===== src/rtl/util_spi_pkg.sv =====
// Shared constants for the SPI responder: FSM encoding and clock-edge selection.
package util_spi_pkg;

    localparam logic [1:0] ST_IDLE   = 2'd0;
    localparam logic [1:0] ST_LOAD   = 2'd1;
    localparam logic [1:0] ST_ACTIVE = 2'd2;

    // The leading edge leaves CPOL. It is a rising edge when CPOL=0.
    // Sampling uses the leading edge when CPHA=0, so sampling happens on
    // a rising edge exactly when CPOL and CPHA are equal.
    function automatic bit sample_on_rise(input bit cpol, input bit cpha);
        return cpol == cpha;
    endfunction

endpackage


===== src/rtl/util_sync_edge.sv =====
// Multi-flop synchronizer with one history flop. Produces the synchronized
// level plus single-cycle rise and fall pulses in the clk domain.
module util_sync_edge #(
    parameter int SYNC_STAGES = 2,
    parameter bit RESET_VAL   = 1'b0
) (
    input  logic clk,
    input  logic rst,
    input  logic din,
    output logic level,
    output logic rise,
    output logic fall
);

    logic [SYNC_STAGES-1:0] sync_q;
    logic                   hist_q;

    // Synchronizer chain and edge-history flop. Resetting both to the same
    // value means reset release can never produce an edge.
    always_ff @(posedge clk) begin
        if (rst) begin
            sync_q <= {SYNC_STAGES{RESET_VAL}};
            hist_q <= RESET_VAL;
        end else begin
            sync_q <= {sync_q[SYNC_STAGES-2:0], din};
            hist_q <= sync_q[SYNC_STAGES-1];
        end
    end

    assign level = sync_q[SYNC_STAGES-1];
    assign rise  = level & ~hist_q;
    assign fall  = ~level & hist_q;

endmodule


===== src/rtl/util_spi_slave.sv =====
// SPI responder endpoint. It oversamples scsn, sclk and mosi in the clk
// domain. Received words leave as a valid pulse stream. Transmit words are
// taken through a valid/ready handshake at the start of each word.
import util_spi_pkg::*;

module util_spi_slave #(
    parameter int DATA_WIDTH  = 8,
    parameter bit CPOL        = 1'b0,
    parameter bit CPHA        = 1'b0,
    parameter bit MSB_FIRST   = 1'b1,
    parameter int SYNC_STAGES = 2
) (
    input  logic                  clk,
    input  logic                  rst,
    input  logic                  scsn,
    input  logic                  sclk,
    input  logic                  mosi,
    output logic                  miso,
    output logic                  miso_t,
    input  logic [DATA_WIDTH-1:0] s_tx_data,
    input  logic                  s_tx_valid,
    output logic                  s_tx_ready,
    output logic [DATA_WIDTH-1:0] m_rx_data,
    output logic                  m_rx_valid,
    output logic                  tx_underrun,
    output logic                  busy
);

    localparam bit SAMPLE_RISE = sample_on_rise(CPOL, CPHA);
    localparam int CNT_W       = $clog2(DATA_WIDTH + 1);
    localparam logic [CNT_W-1:0] LAST_BIT = CNT_W'(DATA_WIDTH - 1);
    localparam logic [CNT_W-1:0] FULL_CNT = CNT_W'(DATA_WIDTH);

    logic scsn_level, scsn_rise, scsn_fall;
    logic sclk_level, sclk_rise, sclk_fall;
    logic mosi_level, mosi_rise, mosi_fall;
    logic unused_sync;

    logic [1:0]            state;
    logic [CNT_W-1:0]      bit_cnt;
    logic [DATA_WIDTH-1:0] tx_sr, rx_sr, rx_next, tx_adv;
    logic                  armed;
    logic                  sample_edge, shift_edge;

    // scsn resets to asserted, so a master already holding it low at reset
    // release is not treated as a new transaction.
    util_sync_edge #(.SYNC_STAGES(SYNC_STAGES), .RESET_VAL(1'b0)) u_sync_scsn (
        .clk(clk), .rst(rst), .din(scsn),
        .level(scsn_level), .rise(scsn_rise), .fall(scsn_fall)
    );

    util_sync_edge #(.SYNC_STAGES(SYNC_STAGES), .RESET_VAL(CPOL)) u_sync_sclk (
        .clk(clk), .rst(rst), .din(sclk),
        .level(sclk_level), .rise(sclk_rise), .fall(sclk_fall)
    );

    util_sync_edge #(.SYNC_STAGES(SYNC_STAGES), .RESET_VAL(1'b0)) u_sync_mosi (
        .clk(clk), .rst(rst), .din(mosi),
        .level(mosi_level), .rise(mosi_rise), .fall(mosi_fall)
    );

    assign unused_sync = sclk_level ^ mosi_rise ^ mosi_fall;

    assign sample_edge = SAMPLE_RISE ? sclk_rise : sclk_fall;
    assign shift_edge  = SAMPLE_RISE ? sclk_fall : sclk_rise;

    // Next rx word and advanced tx word for the configured bit order.
    always_comb begin
        rx_next = MSB_FIRST ? {rx_sr[DATA_WIDTH-2:0], mosi_level}
                            : {mosi_level, rx_sr[DATA_WIDTH-1:1]};
        tx_adv  = MSB_FIRST ? {tx_sr[DATA_WIDTH-2:0], 1'b0}
                            : {1'b0, tx_sr[DATA_WIDTH-1:1]};
    end

    assign miso   = busy ? (MSB_FIRST ? tx_sr[DATA_WIDTH-1] : tx_sr[0]) : 1'b0;
    assign miso_t = ~busy;

    // Transaction FSM together with the rx and tx shift paths.
    always_ff @(posedge clk) begin
        if (rst) begin
            state       <= ST_IDLE;
            bit_cnt     <= '0;
            tx_sr       <= '0;
            rx_sr       <= '0;
            armed       <= 1'b0;
            busy        <= 1'b0;
            s_tx_ready  <= 1'b0;
            tx_underrun <= 1'b0;
            m_rx_data   <= '0;
            m_rx_valid  <= 1'b0;
        end else begin
            s_tx_ready  <= 1'b0;
            tx_underrun <= 1'b0;
            m_rx_valid  <= 1'b0;
            if (scsn_level)
                armed <= 1'b1;

            // A sample edge completes its word even when scsn rises in the
            // same cycle.
            if (state == ST_ACTIVE && sample_edge && bit_cnt < FULL_CNT) begin
                rx_sr   <= rx_next;
                bit_cnt <= bit_cnt + CNT_W'(1);
                if (bit_cnt == LAST_BIT) begin
                    m_rx_data  <= rx_next;
                    m_rx_valid <= 1'b1;
                end
            end

            // A shift edge that arrives before the first sample of a word
            // does not advance the tx register. Under CPHA=0 this edge is the
            // trailing edge of the previous word. Under CPHA=1 it is the
            // first leading edge. In both cases the bit loaded by LOAD must
            // stay on miso.
            if (state == ST_ACTIVE && shift_edge && bit_cnt != '0)
                tx_sr <= tx_adv;

            if (scsn_rise) begin
                state   <= ST_IDLE;
                busy    <= 1'b0;
                bit_cnt <= '0;
            end else begin
                case (state)
                    ST_IDLE: begin
                        if (scsn_fall && armed)
                            state <= ST_LOAD;
                    end
                    ST_LOAD: begin
                        if (s_tx_valid) begin
                            tx_sr      <= s_tx_data;
                            s_tx_ready <= 1'b1;
                        end else begin
                            tx_sr       <= '0;
                            tx_underrun <= 1'b1;
                        end
                        bit_cnt <= '0;
                        busy    <= 1'b1;
                        state   <= ST_ACTIVE;
                    end
                    ST_ACTIVE: begin
                        if (bit_cnt == FULL_CNT)
                            state <= ST_LOAD;
                    end
                    default: state <= ST_IDLE;
                endcase
            end
        end
    end

endmodule


===== config.mk =====
export PLATFORM = sky130hd
export DESIGN_NAME = util_spi_slave
export DESIGN_NICKNAME = d
export VERILOG_FILES = /design/src/rtl/util_spi_pkg.sv /design/src/rtl/util_sync_edge.sv /design/src/rtl/util_spi_slave.sv
export SDC_FILE = /design/constraint.sdc
export NUM_CORES = 1
export LEC_CHECK = 0
export CORE_MARGIN = 10
export CORE_UTILIZATION = 47
export CTS_CLUSTER_DIAMETER = 40
export DETAILED_ROUTE_END_ITERATION = 12
export HOLD_SLACK_MARGIN = 0.1
export PLACE_DENSITY = 0.81
export SETUP_SLACK_MARGIN = 0.5
export SYNTH_ARGS = -nofsm -noshare
export SYNTH_HDL_FRONTEND = slang
export SYNTH_SLANG_ARGS = --single-unit

===== constraint.sdc =====
create_clock -name clk -period 1.7 [get_ports clk]
set_clock_uncertainty 0.1 [all_clocks]
set_input_delay 0.425 -clock clk [delete_from_list [all_inputs] [get_ports clk]]
set_output_delay 0.425 -clock clk [all_outputs]
set_load 0.05 [all_outputs]

# Yosys cells after proc, flatten, opt, wreduce, memory -nomap -nowiden
# Index checks and enable logic that the tools add are counted.
[word_totals]
regBits = 42
out_inout_bits = 14
word_cells = 58
[classes]
add_sub_neg = 1
order_cmp = 1
n_eq_ne = 6
mux = 11
n_bitwise = 11
reduce_logical = 13
[op_table]
columns = ["operator", "n"]
rows = [
  ["$mux 8", 4],
  ["$not 1->1", 7],
  ["$pmux 2 s3", 1],
  ["$reduce_or 3->1", 2],
  ["$logic_and 1x1->1", 5],
  ["$add 4x1->4 const B", 1],
  ["$and 1x1->1", 4],
  ["$eq 4x3->1 const B", 1],
  ["$eq 4x4->1 const B", 1],
  ["$lt 4x4->1 const B", 1],
  ["$mux 1", 4],
  ["$mux 2", 2],
  ["$reduce_and 2->1", 2],
  ["$reduce_bool 4->1", 1],
  ["$reduce_or 2->1", 2],
  ["$eq 2x1->1 const B", 1],
  ["$eq 2x2->1 const B", 1],
  ["$logic_not 2->1", 1],
  ["$ne 2x1->1 const B", 1],
  ["$ne 2x2->1 const B", 1],
]

# Depth between registers and ports, before layout
[depth]
word_depth = 7
depth_mapped = 6

# Cells and area by module
# A second synthesis with hierarchy kept.
[unflattened]
hier_cells = 190
area_unflattened_um2 = 1766.7
[modules_own_cells]
columns = ["mod", "n_inst", "cells_each", "area_per_inst_um2"]
rows = [
  ["util_spi_slave", 1, 166, 1492.7],
  ["util_sync_edge", 3, 8, 91.3],
]

# Least setup slack after synthesis
# No wires, ideal clock.
[synth_path]
kind = "register -> register"
from = "register bit_cnt[0]"
to = "register tx_sr[7]"
setup_ns = 0.147
arrival_time_ns = 1.473
setup_slack_ns = -0.020
path_stages_with_launch = 7
path_buffers = 1
synth_period_minus_slack_ns = 1.720
path_cell_list = "dfxtp_1 > inv_1 > ha_1 > nor3b_1 > or2_0 > buf_2 > a2111oi_2"
[synth_between]
elab_chain_len = 5
[synth_rtl]
columns = ["item", "line", "text"]
rows = [
  ["from (decl)", "util_spi_slave.sv:40", "logic [CNT_W-1:0] bit_cnt;"],
  ["from (signal assigned)", "util_spi_slave.sv:102", "bit_cnt <= bit_cnt + CNT_W'(1);"],
  ["$reduce_bool 4->1 (*)", "util_spi_slave.sv:114", "if (state == ST_ACTIVE && shift_edge && bit_cnt != '0)"],
  ["$logic_and 1x1->1 (*)", "util_spi_slave.sv:114", ""],
  ["$mux 8 (*)", "util_spi_slave.sv:114", ""],
  ["$mux 8", "util_spi_slave.sv:122", "case (state)"],
  ["$mux 8 (*)", "util_spi_slave.sv:117", "if (scsn_rise) begin"],
  ["to (signal assigned)", "util_spi_slave.sv:115", "tx_sr <= tx_adv;"],
  ["to (signal assigned)", "util_spi_slave.sv:129", "tx_sr <= s_tx_data;"],
  ["to (decl)", "util_spi_slave.sv:41", "logic [DATA_WIDTH-1:0] tx_sr, rx_sr, rx_next, tx_adv;"],
]
# Every way passes the cells marked *; elsewhere a longest branch is shown, timed or not.
# A chain may end at the register's enable or synchronous reset.

# Final worst setup path
[layout_path]
from = "register bit_cnt[1]"
to = "register tx_sr[2]"
# Same word-level chain as after synthesis.

==> flow_summary.toml <==
[run_status]
status = "finished, violations left"
violations = "setup timing"

[detailed_routing]
drc_errors = 0
firstDrtPassIters = 5
wl_per_cell_um = 23.5
highest_layer = "met4"
met2_length_um = 3410
wl_met3_um = 605
wl_met1_um = 2680
drt_iter0_drc = 260
num_vias = 1971
ant_nets = 0
wirelength_um = 7130
avgViaCountPerCell = 6.50

[clock_network]
cts_tree = "built"
clkLatencyLatePin_ps = 330
clock_sinks = 42
htreeDepth = 2
clk_pin_slew_ps = 90
cts_root_buffer = "clkbuf_8"
holdBufCountCts = 0
cts_max_path_buffers = 2
cts_buffers = 5

[placement]
port_buffers = 27
hpwl_um = 2840
gp_congestion = 0.786

[timing]
final-setup-viol-count = 1
fin_crit_ps = 1710
fmax_ghz = 0.584
hold_ws_ps = 342
finalSetupTns_ps = -12.1
rsz0062_at_grt = "yes"
setup_ws_ps = -12.1
fin_crit_sh_pct = 101
worst_pin_slew_ps = 645
slew_headroom_pct = 56.9
drv_slew = 0
finalHoldViolations = 0

[setup_path]
reg2reg_to = "tx_sr[2]"
worstSetupEndpointType = "flip-flop"
crit_path_start_kind = "flip-flop"
arrival_ps = 1820
reg2reg_slack_ps = -10
worstPathRequired_ps = 1810
critPathMaxFanout = 5
r2r_cells = 6
worst-setup-path-type = "flip-flop to flip-flop"
worstReg2RegStart = "bit_cnt[1]"

[global_routing]
grt_max_degree = 19
grt_usage_pct = 19.7
antenna_found_initial = 0
gr-total-overflow = 0
first_global_vias = 1915
grt_pass1_wl_um = 9910

[floorplanning]
dieArea_um2 = 6580
dieWidth_um = 81.1
num_io_pins = 28
rows = 22
die_h_um = 81.1
start_util_pct = 48.3
core-area_um2 = 3630

[yosys]
syn_inst = 189
synthDistinctLibCells = 33
ys.warnings.count = 0
syn_area_um2 = 1760
ys_ff_latch = 42
syn_nets = 205
seq_area_frac_synth_pct = 47.9
syn_area_per_cell_um2 = 9.29

[layout]
final_common_cell = "buf_4"
area_delta_synth_final_pct = 79.2
layout_common_cells = "buf_4, dfxtp_1, dfxtp_2"
fillCellCount = 156
n_antenna_cell = 0
utilization_pct = 86.6
final_layout_size_suffix_gt1_share_pct = 56.9
regArea_um2 = 876
multiInputGateArea_um2 = 1170
nets = 270

[worst_hold_path]
min_path_type = "flip-flop to flip-flop"
min_from = "u_sync_scsn.sync_q[0]"
min_to = "u_sync_scsn.sync_q[1]"
min_path_cells = 1

[pwr]
p_leak_nw = 1.04
power_density_nw_per_um2 = 607
ir_drop_uv = 565

[flow_run]
cap_violations = 0
-- layer usage --
metal / track usage [%] / vias to the layer above
met5: 0 / -
met4: 12.5 / 0
met3: 4.97 / 49
met2: 32.2 / 142
met1: 22.6 / 932
li1: - / 848
-- sequential cells by signal, indices dropped and copies added (netlist names) --
register            flops
armed                   1
bit_cnt                 4
busy                    1
m_rx_data               8
m_rx_valid              1
rx_sr                   7
s_tx_ready              1
state                   2
tx_sr                   8
tx_underrun             1
u_sync_mosi.sync_q      2
u_sync_sclk.hist_q      1
u_sync_sclk.sync_q      2
u_sync_scsn.hist_q      1
u_sync_scsn.sync_q      2
-- critical path: stages (launching register included) --
cell and delay [ps]:
dfxtp_2 370, inv_2 60, ha_4 160, nor3b_4 160, a2111oi_0 480, buf_4 210
a2111oi_2 50
-- cell usage after synthesis (all sizes together) --
cell     number  area (um2)
a21oi        27         135
clkinv        1        3.75
nand4         1        6.26
a211oi        9        67.6
a2bb2oi       1        8.76
inv           4        15.0
o221ai        1        8.76
and2          1        6.26
nor3          2        10.0
clkbuf       11        42.5
o21ai        17        85.1
ha            2        25.0
buf           7        31.3
nor2b        10        62.6
nor4bb        1        10.0
o31ai         1        7.51
and3b         1        8.76
nand3        18        90.1
or2           1        6.26
nor3b         2        15.0
nand4bb       2        22.5
or4           1        7.51
dfxtp        42         841
nor2          3        11.3
nand3b        3        22.5
nand2b        2        12.5
a41oi         1        8.76
nand2         1        3.75
a2111oi      15         175
or3           1        6.26
-- report_power, final --
group	total (W)	switching, W	internal [W]
registers	0.00100	0.00000982	0.000990
clock network	0.000789	0.000378	0.000410
logic	0.000124	0.0000599	0.0000641
-- per-stage QoR --
stage               instances  area [um2]  worst slack [ps]  total power (W)
finish                    303        3150             -12.1          0.00191
global route              303        3150             -68.7          0.00196
CTS                       294        2970               125          0.00186
detailed placement        263        2410              -143          0.00112
global placement          263        2410             -43.0          0.00112
floorplan                 189        1890               167          0.00106
-- cell type report --
type,instances,area share [%]
Clock buffer,8,3.50
Multi-Input combinational cell,126,37.0
Timing Repair Buffer,74,28.9
Sequential cell,42,27.8
Inverter,5,0.795
Tap cell,48,1.91
-- cell families (layout without fill, tap and decap cells) --
kind of cell / count (synthesis) / count (layout) / share of synthesized area [%]
and+or+nand+nor: 50 / 52 / 17.2
DFF: 42 / 42 / 47.9
adders and majority gates: 2 / 2 / 1.42
AOI/OAI and AO/OA: 72 / 72 / 28.3
buffers and inverters: 23 / 87 / 5.27
-- worst max path at each step --
stage | startpoint | to | slack [ps] | cells past startpoint
floorplan | bit_cnt[0] | tx_sr[1] | 170 | 6
finish | bit_cnt[1] | tx_sr[2] | -10 | 6
global placement | s_tx_valid | tx_sr[5] | -40 | 3
CTS | bit_cnt[1] | tx_sr[3] | 130 | 6
global route | bit_cnt[1] | tx_sr[2] | -70 | 6
detailed placement | s_tx_valid | tx_sr[3] | -140 | 3
-- repair_timing --
item | 4_1_cts | 5_1_grt
buffers inserted | 18 | 7
pin swaps | 23 | 6
gates cloned | 5 | 2
gates resized for setup | 63 | 32
setup endpoints to repair | 56 | 56
Power figures use the tool's default switching activity.
